<file path="src/rtl/i2c_slot_arbiter_pkg.sv">
// Shared state encodings and domain identifiers for the I2C slot arbiter.
// Pure definitions: no logic, no latency, no flow control.
package i2c_slot_arbiter_pkg;

    localparam logic [2:0] ARB_ST_IDLE  = 3'd0;
    localparam logic [2:0] ARB_ST_ISSUE = 3'd1;
    localparam logic [2:0] ARB_ST_WAIT  = 3'd2;
    localparam logic [2:0] ARB_ST_RESP  = 3'd3;
    localparam logic [2:0] ARB_ST_DRAIN = 3'd4;

    typedef enum logic [2:0] {
        ST_IDLE  = ARB_ST_IDLE,
        ST_ISSUE = ARB_ST_ISSUE,
        ST_WAIT  = ARB_ST_WAIT,
        ST_RESP  = ARB_ST_RESP,
        ST_DRAIN = ARB_ST_DRAIN
    } arb_state_t;

    localparam logic DOM_D1 = 1'b0;
    localparam logic DOM_D2 = 1'b1;

endpackage

</file>
<file path="src/rtl/i2c_slot_timer.sv">
// Free-running slot counter: slot owner and "enough time left to issue" flag.
// Counter advances every clock; can_issue is combinational from the registered count; no backpressure.
module i2c_slot_timer
    import i2c_slot_arbiter_pkg::*;
#(
    parameter int SLOT_BITS    = 19,
    parameter int GUARD_CYCLES = 420000
) (
    input  logic clk,
    input  logic rst,
    output logic domain_i2c,
    output logic can_issue
);

    localparam int SLOT_LEN = 1 << SLOT_BITS;
    // A guard longer than the slot means no read can ever fit.
    localparam bit NEVER_FITS = GUARD_CYCLES > SLOT_LEN;
    localparam logic [SLOT_BITS:0] ISSUE_LIMIT =
        NEVER_FITS ? '0 : (SLOT_BITS + 1)'(SLOT_LEN - GUARD_CYCLES);

    logic [SLOT_BITS:0] slot_cnt;
    logic [SLOT_BITS:0] slot_pos_ext;

    always_ff @(posedge clk) begin
        if (rst) begin
            slot_cnt <= '0;
        end else begin
            slot_cnt <= slot_cnt + {{SLOT_BITS{1'b0}}, 1'b1};
        end
    end

    assign domain_i2c   = slot_cnt[SLOT_BITS];
    assign slot_pos_ext = {1'b0, slot_cnt[SLOT_BITS-1:0]};
    assign can_issue    = !NEVER_FITS && (slot_pos_ext <= ISSUE_LIMIT);

endmodule

</file>
<file path="src/rtl/i2c_slot_arbiter.sv">
// Time-slot arbiter sharing one I2C master sequencer between two security domains.
// Req to sys_start 2 clk min; requests are held pending (busy) until their own slot has room.
module i2c_slot_arbiter
    import i2c_slot_arbiter_pkg::*;
#(
    parameter int SLOT_BITS    = 19,
    parameter int GUARD_CYCLES = 420000
) (
    input  logic       clk,
    input  logic       rst,
    output logic       domain_i2c,
    input  logic       d1_req,
    input  logic [6:0] d1_addr,
    output logic       d1_busy,
    output logic       d1_valid,
    output logic [7:0] d1_data,
    output logic       d1_err,
    input  logic       d2_req,
    input  logic [6:0] d2_addr,
    output logic       d2_busy,
    output logic       d2_valid,
    output logic [7:0] d2_data,
    output logic       d2_err,
    output logic       sys_start,
    output logic [6:0] sys_addr,
    input  logic       sys_done,
    input  logic [7:0] sys_rd_data
);

    logic            can_issue;
    logic [1:0]      pend;
    logic [1:0][6:0] req_addr;
    logic [1:0]      valid_q;
    logic [1:0]      err_q;
    logic [1:0][7:0] data_q;
    logic            own;
    arb_state_t      state;

    i2c_slot_timer #(
        .SLOT_BITS   (SLOT_BITS),
        .GUARD_CYCLES(GUARD_CYCLES)
    ) u_timer (
        .clk       (clk),
        .rst       (rst),
        .domain_i2c(domain_i2c),
        .can_issue (can_issue)
    );

    assign d1_busy  = pend[DOM_D1];
    assign d1_valid = valid_q[DOM_D1];
    assign d1_data  = data_q[DOM_D1];
    assign d1_err   = err_q[DOM_D1];
    assign d2_busy  = pend[DOM_D2];
    assign d2_valid = valid_q[DOM_D2];
    assign d2_data  = data_q[DOM_D2];
    assign d2_err   = err_q[DOM_D2];

    always_ff @(posedge clk) begin
        if (rst) begin
            state     <= ST_IDLE;
            own       <= DOM_D1;
            pend      <= '0;
            req_addr  <= '0;
            valid_q   <= '0;
            err_q     <= '0;
            data_q    <= '0;
            sys_start <= 1'b0;
            sys_addr  <= '0;
        end else begin
            valid_q   <= '0;
            err_q     <= '0;
            data_q    <= '0;
            sys_start <= 1'b0;

            if (d1_req && !pend[DOM_D1]) begin
                pend[DOM_D1]     <= 1'b1;
                req_addr[DOM_D1] <= d1_addr;
            end
            if (d2_req && !pend[DOM_D2]) begin
                pend[DOM_D2]     <= 1'b1;
                req_addr[DOM_D2] <= d2_addr;
            end

            // pend clears below are written after the capture so they take priority.
            case (state)
                ST_IDLE: begin
                    if (pend[domain_i2c] && can_issue) begin
                        own       <= domain_i2c;
                        sys_start <= 1'b1;
                        sys_addr  <= req_addr[domain_i2c];
                        state     <= ST_ISSUE;
                    end
                end
                ST_ISSUE: begin
                    state <= ST_WAIT;
                end
                ST_WAIT: begin
                    if (domain_i2c != own) begin
                        // Slot already flipped: any data now belongs to a closed slot.
                        if (sys_done) begin
                            err_q[own] <= 1'b1;
                            pend[own]  <= 1'b0;
                            state      <= ST_IDLE;
                        end else begin
                            state <= ST_DRAIN;
                        end
                    end else if (sys_done) begin
                        valid_q[own] <= 1'b1;
                        data_q[own]  <= sys_rd_data;
                        state        <= ST_RESP;
                    end
                end
                ST_RESP: begin
                    pend[own] <= 1'b0;
                    state     <= ST_IDLE;
                end
                ST_DRAIN: begin
                    if (sys_done) begin
                        err_q[own] <= 1'b1;
                        pend[own]  <= 1'b0;
                        state      <= ST_IDLE;
                    end
                end
                default: begin
                    state <= ST_IDLE;
                end
            endcase
        end
    end

endmodule
</file>
<file path="config.mk">
export PLATFORM = sky130hd
export DESIGN_NAME = i2c_slot_arbiter
export DESIGN_NICKNAME = d
export VERILOG_FILES = /design/src/rtl/i2c_slot_arbiter_pkg.sv /design/src/rtl/i2c_slot_timer.sv /design/src/rtl/i2c_slot_arbiter.sv
export SDC_FILE = /design/constraint.sdc
export NUM_CORES = 1
export LEC_CHECK = 0
export ABC_CLOCK_PERIOD_IN_PS = 2420
export BUFFER_PORTS_ARGS = -buffer_cell sky130_fd_sc_hd__clkbuf_2
export CAP_MARGIN = 20
export CORE_MARGIN = 4
export CORE_UTILIZATION = 40
export CTS_CLUSTER_DIAMETER = 30
export CTS_CLUSTER_SIZE = 28
export DETAILED_ROUTE_END_ITERATION = 8
export SYNTH_ARGS = -nofsm -noshare
export SYNTH_HDL_FRONTEND = slang
export SYNTH_SLANG_ARGS = --single-unit
</file>
<file path="constraint.sdc">
create_clock -name clk -period 2.42 [get_ports clk]
set_clock_uncertainty 0.05 [all_clocks]
set_input_delay 0.363 -clock clk [delete_from_list [all_inputs] [get_ports clk]]
set_output_delay 0.363 -clock clk [all_outputs]
set_load 0.01 [all_outputs]
</file>
## Yosys cells after proc, flatten, opt, wreduce, memory -nomap -nowiden

Index checks and enable logic that the tools add are counted.

| cells by class | value |
|---|---|
| add/subtract/negate cells | 1 |
| order comparisons | 4 |
| equal/unequal tests | 8 |
| multiplexer cells | 25 |
| bitwise gates (word level) | 6 |
| reductions and logical operators | 12 |

Operators by type and width:

| operator | count |
|---|---|
| adder 20 x 1 -> 20 bit (second input constant) | 1 |
| less-or-equal comparator 19 x 17 -> 1 bit (second input constant) | 1 |
| bitwise AND 16 bit | 1 |
| 2-to-1 mux 3 bit | 5 |
| 2-to-1 mux 7 bit | 2 |
| one-hot mux 3 bit (4 select lines) | 1 |
| demux 8 bit (select 1 bit) | 1 |
| 2-to-1 mux 1 bit | 8 |
| 2-to-1 mux 2 bit | 4 |
| 2-to-1 mux 8 bit | 1 |
| equality test 3 x 2 -> 1 bit (second input constant) | 2 |
| one-hot mux 2 bit (3 select lines) | 1 |
| logical AND 1 bit | 4 |
| < comparator 1 x 2 -> 1 bit (second input constant) | 2 |
| inequality test 2 bit (second input constant) | 2 |
| one-hot mux 2 bit (2 select lines) | 1 |
| OR reduction 4 bit | 1 |
| equality test 3 x 1 -> 1 bit (second input constant) | 1 |
| equality test 3 bit (second input constant) | 1 |
| zero test 3 bit | 1 |
| inequality test 3 bit (second input constant) | 1 |
| NOT 1 bit | 3 |
| AND reduction 3 bit | 1 |
| OR reduction 3 bit | 1 |
| 8 further kinds | 9 |

| word-level totals | value |
|---|---|
| bits in registers | 68 |
| input port bits | 27 |
| logic and storage cells | 68 |

## Logic depth before layout (Yosys ltp)

Gate-level depths: netlist of run 1.

| depth | value |
|---|---|
| depth in word-level cells | 9 |
| gate-level depth with buffers | 6 |
| gate-level depth less buffers | 6 |

## Cells and area by module

Synthesis of run 1 repeated with hierarchy kept, for this count alone.

| second synthesis, totals | value |
|---|---|
| cells, all modules | 279 |
| area, all modules | 2722.6 um^2 |

By module, submodules not included:

| module | times used | cells an instance | area each (um^2) | seq. area each (um^2) |
|---|---|---|---|---|
| i2c_slot_arbiter | 1 | 167 | 1764.2 | 960.9 |
| i2c_slot_timer | 1 | 112 | 958.4 | 400.4 |

## Least setup slack after synthesis of run 1

No wires, ideal clock.

| path | value |
|---|---|
| path type | reg-to-reg |
| start point | register u_timer.slot_cnt[19] |
| end point | register sys_addr[6] |
| setup time | 0.136 ns |
| arrival | 1.587 ns |
| data required time | 2.234 ns |
| slack | 0.647 ns |
| stages on the path, launching flop included | 6 |
| buffers on the path | 2 |
| clock period less this slack | 1.773 ns |
| path through | dfxtp_1 > buf_4 > clkbuf_1 > mux2_2 > a2111oi_0 > a211oi_1 |

| on the way | value |
|---|---|
| longest elaborated chain between the ends | 4 |

RTL lines:

| what | RTL line | RTL |
|---|---|---|
| start, declared | i2c_slot_timer.sv:21 | `logic [SLOT_BITS:0] slot_cnt;` |
| start signal, assigned | i2c_slot_timer.sv:28 | `slot_cnt <= slot_cnt + {{SLOT_BITS{1'b0}}, 1'b1};` |
| 2-to-1 mux 1 bit (not written as such) (2 in series) | i2c_slot_arbiter.sv:87 | `if (pend[domain_i2c] && can_issue) begin` |
| logical AND 1 bit | i2c_slot_arbiter.sv:87 |  |
| AND reduction 2 bit (no line) | -- |  |
| end signal, assigned | i2c_slot_arbiter.sv:90 | `sys_addr <= req_addr[domain_i2c];` |
| end, declared | i2c_slot_arbiter.sv:25 | `output logic [6:0] sys_addr,` |

Several ways; a longest one is shown, not always the timed one. The select of a mux whose other input is x is not followed.
A chain may end at the register's enable or synchronous reset.

## Final worst setup path of run 1

| path | value |
|---|---|
| start point | register u_timer.slot_cnt[0] |
| end point | register sys_addr[0] |

| on the way | value |
|---|---|
| longest elaborated chain between the ends | 3 |

RTL lines:

| what | RTL line | RTL |
|---|---|---|
| less-or-equal comparator 19 x 17 -> 1 bit | i2c_slot_timer.sv:34 | `assign can_issue = !NEVER_FITS && (slot_pos_ext <= ISSUE_LIMIT);` |
| logical AND 1 bit | i2c_slot_arbiter.sv:87 |  |
| AND reduction 2 bit (no line) | -- |  |

Every way passes these cells.

==> results of run 1 <==
[cell families (layout without fill, tap and decap cells)]
| family | after synthesis | in the layout | synth area share |
|---|---|---|---|
| flip-flops | 68 | 68 | 0.505 |
| AO/OA/AOI/OAI | 31 | 31 | 0.0836 |
| XOR/XNOR | 18 | 18 | 0.0585 |
| adder cells (fa/ha/maj) | 2 | 2 | 0.00928 |
| multiplexers | 22 | 22 | 0.0854 |
| AND/OR/NAND/NOR | 116 | 116 | 0.225 |
| buffers and inverters | 23 | 87 | 0.0334 |
[state kept, by name, indices dropped and copies added, names as in the netlist]
| name | count |
|---|---|
| u_timer.slot_cnt | 20 |
| req_addr | 14 |
| d1_data | 8 |
| d2_data | 8 |
| sys_addr | 7 |
| state | 3 |
| err_q | 2 |
| pend | 2 |
| valid_q | 2 |
| own | 1 |
| sys_start | 1 |
[per-layer routing]
metal / up-vias / track usage / wire length, um / share of wire
li1: 1088 / - / - / -
met1: 937 / 0.198 / 2820 / 0.50
met2: 56 / 0.215 / 2300 / 0.41
met3: 8 / 0.0559 / 413 / 0.073
met4: 0 / 0.0702 / 116 / 0.021
met5: - / 0 / 0 / 0
[cell usage in the layout (no fill, tap or decap), drive strengths merged, types with 7 or more instances in the layout]
cell	instances
dfxtp	68
clkbuf	68
nor2	45
and2	18
mux2i	14
nand2	14
xor2	13
inv	11
nand3	8
nor3	8
mux2	8
a211oi	8
a21oi	7
a2111oi	7
[how the worst max path moves through the flow]
stage                               from          end  slack [ns]  cells past startpoint
finish               u_timer.slot_cnt[0]  sys_addr[0]        0.44                      6
global route         u_timer.slot_cnt[0]  sys_addr[0]        0.20                      6
global placement     u_timer.slot_cnt[0]  sys_addr[0]        0.45                      6
detailed placement  u_timer.slot_cnt[15]  sys_addr[0]        0.46                      5
floorplan           u_timer.slot_cnt[19]  sys_addr[6]        0.65                      5
CTS                 u_timer.slot_cnt[15]  sys_addr[0]        0.45                      5
[stage by stage]
stage / util / hold WS (ns) / cell area, sq um / setup WS, ns
4_1_cts: 0.508 / 0.164 / 3280 / 0.448
5_1_grt: 0.508 / 0.178 / 3280 / 0.201
3_3_place_gp: 0.473 / 0.398 / 3060 / 0.450
6_report: 0.508 / 0.176 / 3280 / 0.439
2_1_floorplan: - / 0.391 / 2700 / 0.647
3_5_place_dp: 0.473 / 0.393 / 3060 / 0.460
[layout make-up]
class / count / area (sq um)
fill: 622 / 3180
sequential: 68 / 1360
multi-input combinational: 189 / 1240
timing repair buffer: 61 / 315
clock buffer: 11 / 151
tap: 77 / 96.3
clock inverter: 4 / 72.6
inverter: 11 / 41.3
[power groups by stage]
stage | logic (W) | registers (W) | clock network [W]
floorplan | 0.000103 | 0.00121 | 0
global placement | 0.000176 | 0.00121 | 0
detailed placement | 0.000177 | 0.00121 | 0
CTS | 0.000178 | 0.00119 | 0.00107
global route | 0.000198 | 0.00119 | 0.00112
finish | 0.000175 | 0.00119 | 0.00104
==> results.toml, run 1 <==
[routing]
vias = 2089
postRouteAntennaNets = 0
dr.pass1.iters = 4
routed_wl_um = 5650
via_per_inst = 4.96
initialDrtViolationCount = 112
routedWlPerCell_um = 13.4
drc = 0

[worst_setup_path]
critical_path.cell_chain = "inv_1, ha_1, nor3b_1, nand4_2, a2111oi_0, a211oi_1"
critPathBufInv = 1
cp_slowest_cell = "a2111oi_0"
start_kind = "register"
ff2ff_setup_slack_ns = 0.44
end_kind = "register"
path_max_fanout = 10
path_delay_family = "compound AO/OA/AOI/OAI gates"
timing.rr.end = "sys_addr[0]"
critPathKind = "reg2reg"
cp.required_ns = 2.57
max_stage_delay_ns = 0.60
reg2reg_depth = 6
r2r_start = "u_timer.slot_cnt[0]"
crit_arrival_ns = 2.14

[placed_design]
place.gp.congestion = 0.770
dp_hpwl_um = 4020
port_buffers = 57
dpl.cell_count = 406

[finish]
nets = 369
stdcell_count = 421
n_antenna_cell = 0
drive_above_1_share = 0.270
syn_to_final_growth_pct = 21.8

[floorplan]
dieHeight_um = 90.1
die_area_sq_um = 8120
num_rows = 29
start_util = 0.417
ios = 58
die_x_um = 90.1
design.core.area_sq_um = 6460

[synthesis]
synth.net_count = 309
netlist_instances = 280
synth_common_cells = "dfxtp_1 (68), nor2_1 (45), and2_1 (16)"
synth_area_sq_um = 2700
yosysMostFrequentCell = "dfxtp_1"
synth_top_area_cell = "dfxtp_1"
synth-seq-area-share = 0.505
yosys_register_bits = 68
yosysTopAreaCellShare = 0.505
ys_types = 40
synth_edf_count = 0
ys_top_cells_by_area = "dfxtp_1 (51%), nor2_1 (6.3%), mux2i_1 (5.2%)"
syn-mean-instance-area_sq_um = 9.63
synthFlopType = "dfxtp_1"
async_flop_share = 0
yosys_warnings = 0

[clock_tree]
cts_tree = "yes"
postCtsSetupBuffers = 0
cts_buffers = 9
clkLatencyLatePin_ns = 0.34
clock_sinks = 68
cts_resized = 0
htreeDepth = 3
cts_root_buf = "clkbuf_8"
hold_buffers = 0
clk_pin_slew_ns = 0.07
clock_path_buffers = 2

[pwr]
ir_drop_mv = 0.457
leakagePower_nw = 1.37
powerDensity_nw_per_um2 = 732
pwr-share-clk = 0.434
internal-power_w = 0.00187
switching_power_w = 0.000535
total_power_w = 0.00240
p_comb_frac = 0.073
p_seq_frac = 0.494
netSwitchingFraction = 0.222

[timing]
clock.fmax_mhz = 505
tightest_slew_ns = 0.780
drv_slew = 0
setup_tns_ns = 0
setup_viol = 0
fin_crit_sh = 0.818
slew_headroom = 0.479
finalHoldViolCount = 0
min_period_ns = 1.98
rsz0062_at_grt = "no"

[global_routing]
grt_pass1_wl_um = 9930
overflow = 0
antenna_found_initial = 0
grt_start_max_net_pins = 48
grt_pass1_vias = 2100
grt.total_usage = 0.150

[status]
status = "complete, no violations"

[min_path]
hold_depth = 2
worstHoldStart = "sys_rd_data[5]"
hold_end = "d2_data[5]"
hold_path.class = "in2reg"

[job]
timing.max_cap.violations = 0
(Power assumes the default switching activity.)
==> run 2: changes to the inputs <==
- ABC_AREA: default -> 1
- ABC_CLOCK_PERIOD_IN_PS: 2420 -> 1700
- clock period: 2.42 -> 1.7 ns (I/O delays scaled with it)
==> results.toml, run 2 <==
[status]
status = "complete, no violations"

[worst_setup_path]
critPathKind = "reg2reg"
crit_arrival_ns = 1.81
cp.required_ns = 1.93
end_kind = "register"
max_stage_delay_ns = 0.37
cp_slowest_cell = "dfxtp_2"
start_kind = "register"
worst_path_most_repeated_cell = "nand2_1"
critical_path.cell_chain = "ha_1, nand2_1, nor2_1, nand2_1, or3_1, a21oi_1"
path_max_fanout = 6

[timing]
setup_tns_ns = 0
rsz0062_at_grt = "no"
finalHoldViolCount = 0
fin_crit_sh = 0.931
setup_viol = 0
drv_slew = 0
slew_headroom = 0.787
clock.fmax_mhz = 632
tightest_slew_ns = 0.316
min_period_ns = 1.58

[global_routing]
grt_pass1_vias = 2358
grt_pass1_wl_um = 10600
antenna_found_initial = 0
overflow = 0
grt_start_max_net_pins = 25
grt.total_usage = 0.156

[finish]
final_cell_mix = "nor2_1 (86), dfxtp_1 (67), nand2_1 (62), clkbuf_2 (57), inv_1 (54)"
num-fill-cells = 727
stdcell_count = 565
n_antenna_cell = 0
regMostFlops = "u_timer.slot_cnt"
final_common_cell = "nor2_1"
syn_to_final_growth_pct = 23.0
nets = 493
largest_register_ffs = 20
reg_top3 = "u_timer.slot_cnt (20), req_addr (14)"
drive_above_1_share = 0.215

[routing]
routed_wl_um = 6320
drc = 0
initialDrtViolationCount = 143
vias = 2589
routedWlPerCell_um = 11.2
dr.pass1.iters = 4
postRouteAntennaNets = 0
via_per_inst = 4.58

[synthesis]
synth_top_area_cell = "dfxtp_1"
async_flop_share = 0
synth_compound_area_frac = 0.0917
yosys_warnings = 0
synth-seq-area-share = 0.473
synth_common_cells = "nor2_1 (86), dfxtp_1 (68), nand2_1 (62)"
synthFlopType = "dfxtp_1"
netlist_instances = 392
synth_area_sq_um = 2880
synth_fa_ha_area_frac = 0.00869
synth.net_count = 421
yosys_register_bits = 68
yosysMostFrequentCell = "nor2_1"
ys_top_cells_by_area = "dfxtp_1 (47%), nor2_1 (11%), nand2_1 (8.1%)"
synth_top_family_by_area = "simple AND/OR/NAND/NOR gates"
synthMuxAreaShare = 0.0243
syn-mean-instance-area_sq_um = 7.34
yosys.area_share.simple = 0.309
synth_edf_count = 0
ys_types = 29
yosysTopAreaCellShare = 0.473
synth_xor_xnor_area_share = 0.00913

[floorplan]
die_x_um = 92.8
start_util = 0.417
dieHeight_um = 92.8
design.core.area_sq_um = 6910
die_area_sq_um = 8620
ios = 58
num_rows = 30

[placed_design]
dpl.cell_count = 549
port_buffers = 57
place.gp.congestion = 0.893
dp_hpwl_um = 4830

[clock_tree]
cts_tree = "yes"
clkLatencyLatePin_ns = 0.36
cts_buffers = 9
clock_path_buffers = 2
cts_root_buf = "clkbuf_8"
clock_sinks = 68
postCtsSetupBuffers = 0
clk_pin_slew_ns = 0.08
htreeDepth = 3

[min_path]
hold_path.class = "in2reg"

[job]
timing.max_cap.violations = 0

[pwr]
leakagePower_nw = 1.62
powerDensity_nw_per_um2 = 1140
ir_drop_mv = 0.465
-- run 2: worst max-delay path: cells and delay by family (launching register included) --
kind / cells / cell delay (ns)
AND/OR/NAND/NOR: 4 / 0.75
flip-flops: 1 / 0.37
adder cells (fa/ha/maj): 1 / 0.22
AO/OA/AOI/OAI: 1 / 0.12
-- run 2: kinds of logic (layout without fill, tap and decap cells) --
| logic type | after synthesis | after routing |
|---|---|---|
| adders and majority gates | 2 | 2 |
| DFF | 68 | 68 |
| AOI/OAI and AO/OA | 49 | 49 |
| muxes | 7 | 7 |
| xor gates and xnor gates | 3 | 3 |
| buffers and inverters | 64 | 141 |
| and+or+nand+nor | 199 | 199 |
-- run 2: what timing repair did --
item | 4_1_cts | 5_1_grt
hold buffers | 0 | 0
resized for setup | 0 | 1
endpoints found under the setup margin | 0 | 3
-- run 2: final cells by class --
| cell class | count | area, sq um | share of cell area |
|---|---|---|---|
| Multi-Input combinational cell | 260 | 1270 | 0.360 |
| Inverter | 57 | 214 | 0.0604 |
| Tap cell | 96 | 120 | 0.0339 |
| Timing Repair Buffer | 68 | 368 | 0.104 |
| Clock inverter | 7 | 80.1 | 0.0226 |
| Clock buffer | 9 | 124 | 0.0350 |
| Sequential cell | 68 | 1360 | 0.385 |
-- run 2: metrics by stage --
| step | power [W] | hold WS (ns) | util | area, sq um | setup WS (ns) |
|---|---|---|---|---|---|
| floorplan | 0.00245 | 0.340 | - | 2880 | 0.229 |
| global placement | 0.00272 | 0.412 | 0.483 | 3340 | 0.133 |
| detailed placement | 0.00273 | 0.424 | 0.483 | 3340 | 0.0938 |
| CTS | 0.00410 | 0.0401 | 0.513 | 3540 | 0.0678 |
| global route | 0.00431 | 0.0456 | 0.513 | 3540 | 0.0148 |
| finish | 0.00404 | 0.0535 | 0.513 | 3540 | 0.117 |
-- run 2: report_power, final --
group          internal, W  switching [W]  total [W]
sequential         0.00175      0.0000992    0.00185
combinational     0.000322       0.000513   0.000835
clock             0.000696       0.000660    0.00136
total              0.00277        0.00127    0.00404
-- run 2: per-layer routing --
layer,track usage,share of wire
met1,0.200,0.49
met2,0.239,0.43
met3,0.0382,0.068
met4,0.0842,0.016
met5,0,0
-- run 2: worst paths after layout --
kind                                          start                   end  slack (ns)  cells past startpoint
worst max-delay path            u_timer.slot_cnt[0]  u_timer.slot_cnt[16]        0.12                      6
worst min-delay path                 sys_rd_data[6]            d1_data[6]        0.05                      3
worst max register to register  u_timer.slot_cnt[0]  u_timer.slot_cnt[16]        0.12                      6
worst min register to register  u_timer.slot_cnt[0]   u_timer.slot_cnt[0]        0.42                      1
==> run 3: changes to the inputs <==
- ABC_AREA: 1 -> default
==> results.toml, run 3 (synthesis results as in run 1) <==
[status]
status = "finished with violations"
violations = "setup timing"

[timing]
drv_slew = 0
fin_crit_sh = 1.07
tightest_slew_ns = 0.531
rsz0062_at_grt = "yes"
setup_tns_ns = -0.276
slew_headroom = 0.646
fin_ws_ns = -0.114
min_period_ns = 1.81
setup_viol = 7
finalHoldViolCount = 0
clock.fmax_mhz = 551

[clock_tree]
clock_sinks = 68
cts_root_buf = "clkbuf_8"
cts_buffers = 9
clock_path_buffers = 2
htreeDepth = 3
clkLatencyLatePin_ns = 0.34
clk_pin_slew_ns = 0.08
cts_tree = "yes"

[finish]
largest_register_ffs = 20
regMostFlops = "u_timer.slot_cnt"
syn_to_final_growth_pct = 42.4
n_antenna_cell = 0
num-fill-cells = 537
drive_above_1_share = 0.432
final_cell_mix = "dfxtp_1 (59), clkbuf_2 (57), nor2_1 (43), buf_4 (41), and2_1 (16)"
regArea_sq_um = 1370
nets = 412
reg_top3 = "u_timer.slot_cnt (20), req_addr (14)"
multiInputGateArea_sq_um = 1500
final_common_cell = "dfxtp_1"

[global_routing]
overflow = 0
grt_pass1_vias = 2261
grt.total_usage = 0.165
grt_start_max_net_pins = 48
grt_pass1_wl_um = 10900
antenna_found_initial = 0

[floorplan]
dieHeight_um = 90.1
start_util = 0.417
die_x_um = 90.1
die_area_sq_um = 8120
num_rows = 29
design.core.area_sq_um = 6460
ios = 58

[placed_design]
place.gp.congestion = 0.819
dp_hpwl_um = 4260
port_buffers = 57

[worst_setup_path]
path_max_fanout = 7
end_kind = "register"
critical_path.cell_chain = "nand2_2, nor4_4, buf_4, nand4_4, a211o_4, a211oi_2"
start_kind = "register"
crit_arrival_ns = 2.01
cp_slowest_cell = "a211o_4"
cp.required_ns = 1.90
critPathKind = "reg2reg"
max_stage_delay_ns = 0.42

[routing]
postRouteAntennaNets = 0
routedWlPerCell_um = 13.8
initialDrtViolationCount = 111
vias = 2269
dr.pass1.iters = 4
routed_wl_um = 6390
drc = 0
via_per_inst = 4.89

[pwr]
ir_drop_mv = 0.532
powerDensity_nw_per_um2 = 880
total_power_w = 0.00338
leakagePower_nw = 1.63

[job]
timing.max_cap.violations = 0

[min_path]
hold_path.class = "in2reg"
## run 3: cell types whose count changed in the layout (fill, tap and decap cells not counted), sizes merged, moves of 18 or more
cell / before / now
nand2: 65 / 14
inv: 61 / 11
nor2: 90 / 45
buf: 11 / 45
o21ai: 25 / 3
and2: 0 / 18
## run 3: worst max-delay path, delay by kind of cell (launching register included)
kind / cells / cell delay, ns
buffers and inverters: 1 / 0.17
AOI/OAI and AO/OA: 2 / 0.71
and+or+nand+nor: 3 / 0.45
DFF: 1 / 0.34
## run 3: metrics by stage
step / cells / hold WS (ns) / area (sq um) / setup slack (ns) / utilization
global placement: 439 / 0.399 / 3310 / -0.171 / 0.512
floorplan: 280 / 0.284 / 2700 / 0.0129 / -
detailed placement: 439 / 0.404 / 3310 / -0.176 / 0.512
global route: 464 / 0.0596 / 3840 / -0.171 / 0.594
CTS: 460 / 0.0483 / 3760 / -0.0176 / 0.582
finish: 464 / 0.0688 / 3840 / -0.114 / 0.594
## run 3: repair_timing
action / CTS / global route
cloned: 2 / 0
buffers inserted: 4 / 4
gates resized for setup: 43 / 13
setup endpoints to repair: 8 / 27
hold buffers: 0 / 0
pin swaps: 12 / 12
## run 3: final cells by class
cell class              instances  area share
well taps                      77      0.0251
clock inverters                 4      0.0130
repair buffers                102       0.166
clock buffers                  11      0.0368
flip-flops and latches         68       0.358
inverters                      11      0.0108
multi-input cells             191       0.390
## run 3: worst paths after layout
check	from	endpoint	slack (ns)	depth (start not counted)
setup / recovery	u_timer.slot_cnt[9]	sys_addr[5]	-0.11	6
hold / removal	sys_rd_data[5]	d2_data[5]	0.07	2
setup reg to reg	u_timer.slot_cnt[9]	sys_addr[5]	-0.11	6
hold reg to reg	sys_addr[2]	sys_addr[2]	0.42	2
## run 3: report_power, final
group / leakage, nW / internal (W) / switching, W / total, W
clock: 0.0914 / 0.000707 / 0.000610 / 0.00132
combinational: 0.983 / 0.000187 / 0.000193 / 0.000380
sequential: 0.557 / 0.00165 / 0.0000296 / 0.00168
## run 3: layer usage
metal / track usage / vias to the layer above / share of wire
met5: 0 / - / 0
met1: 0.217 / 1030 / 0.47
met4: 0.0676 / 0 / 0.020
met2: 0.238 / 57 / 0.44
li1: - / 1170 / -
met3: 0.0693 / 12 / 0.067
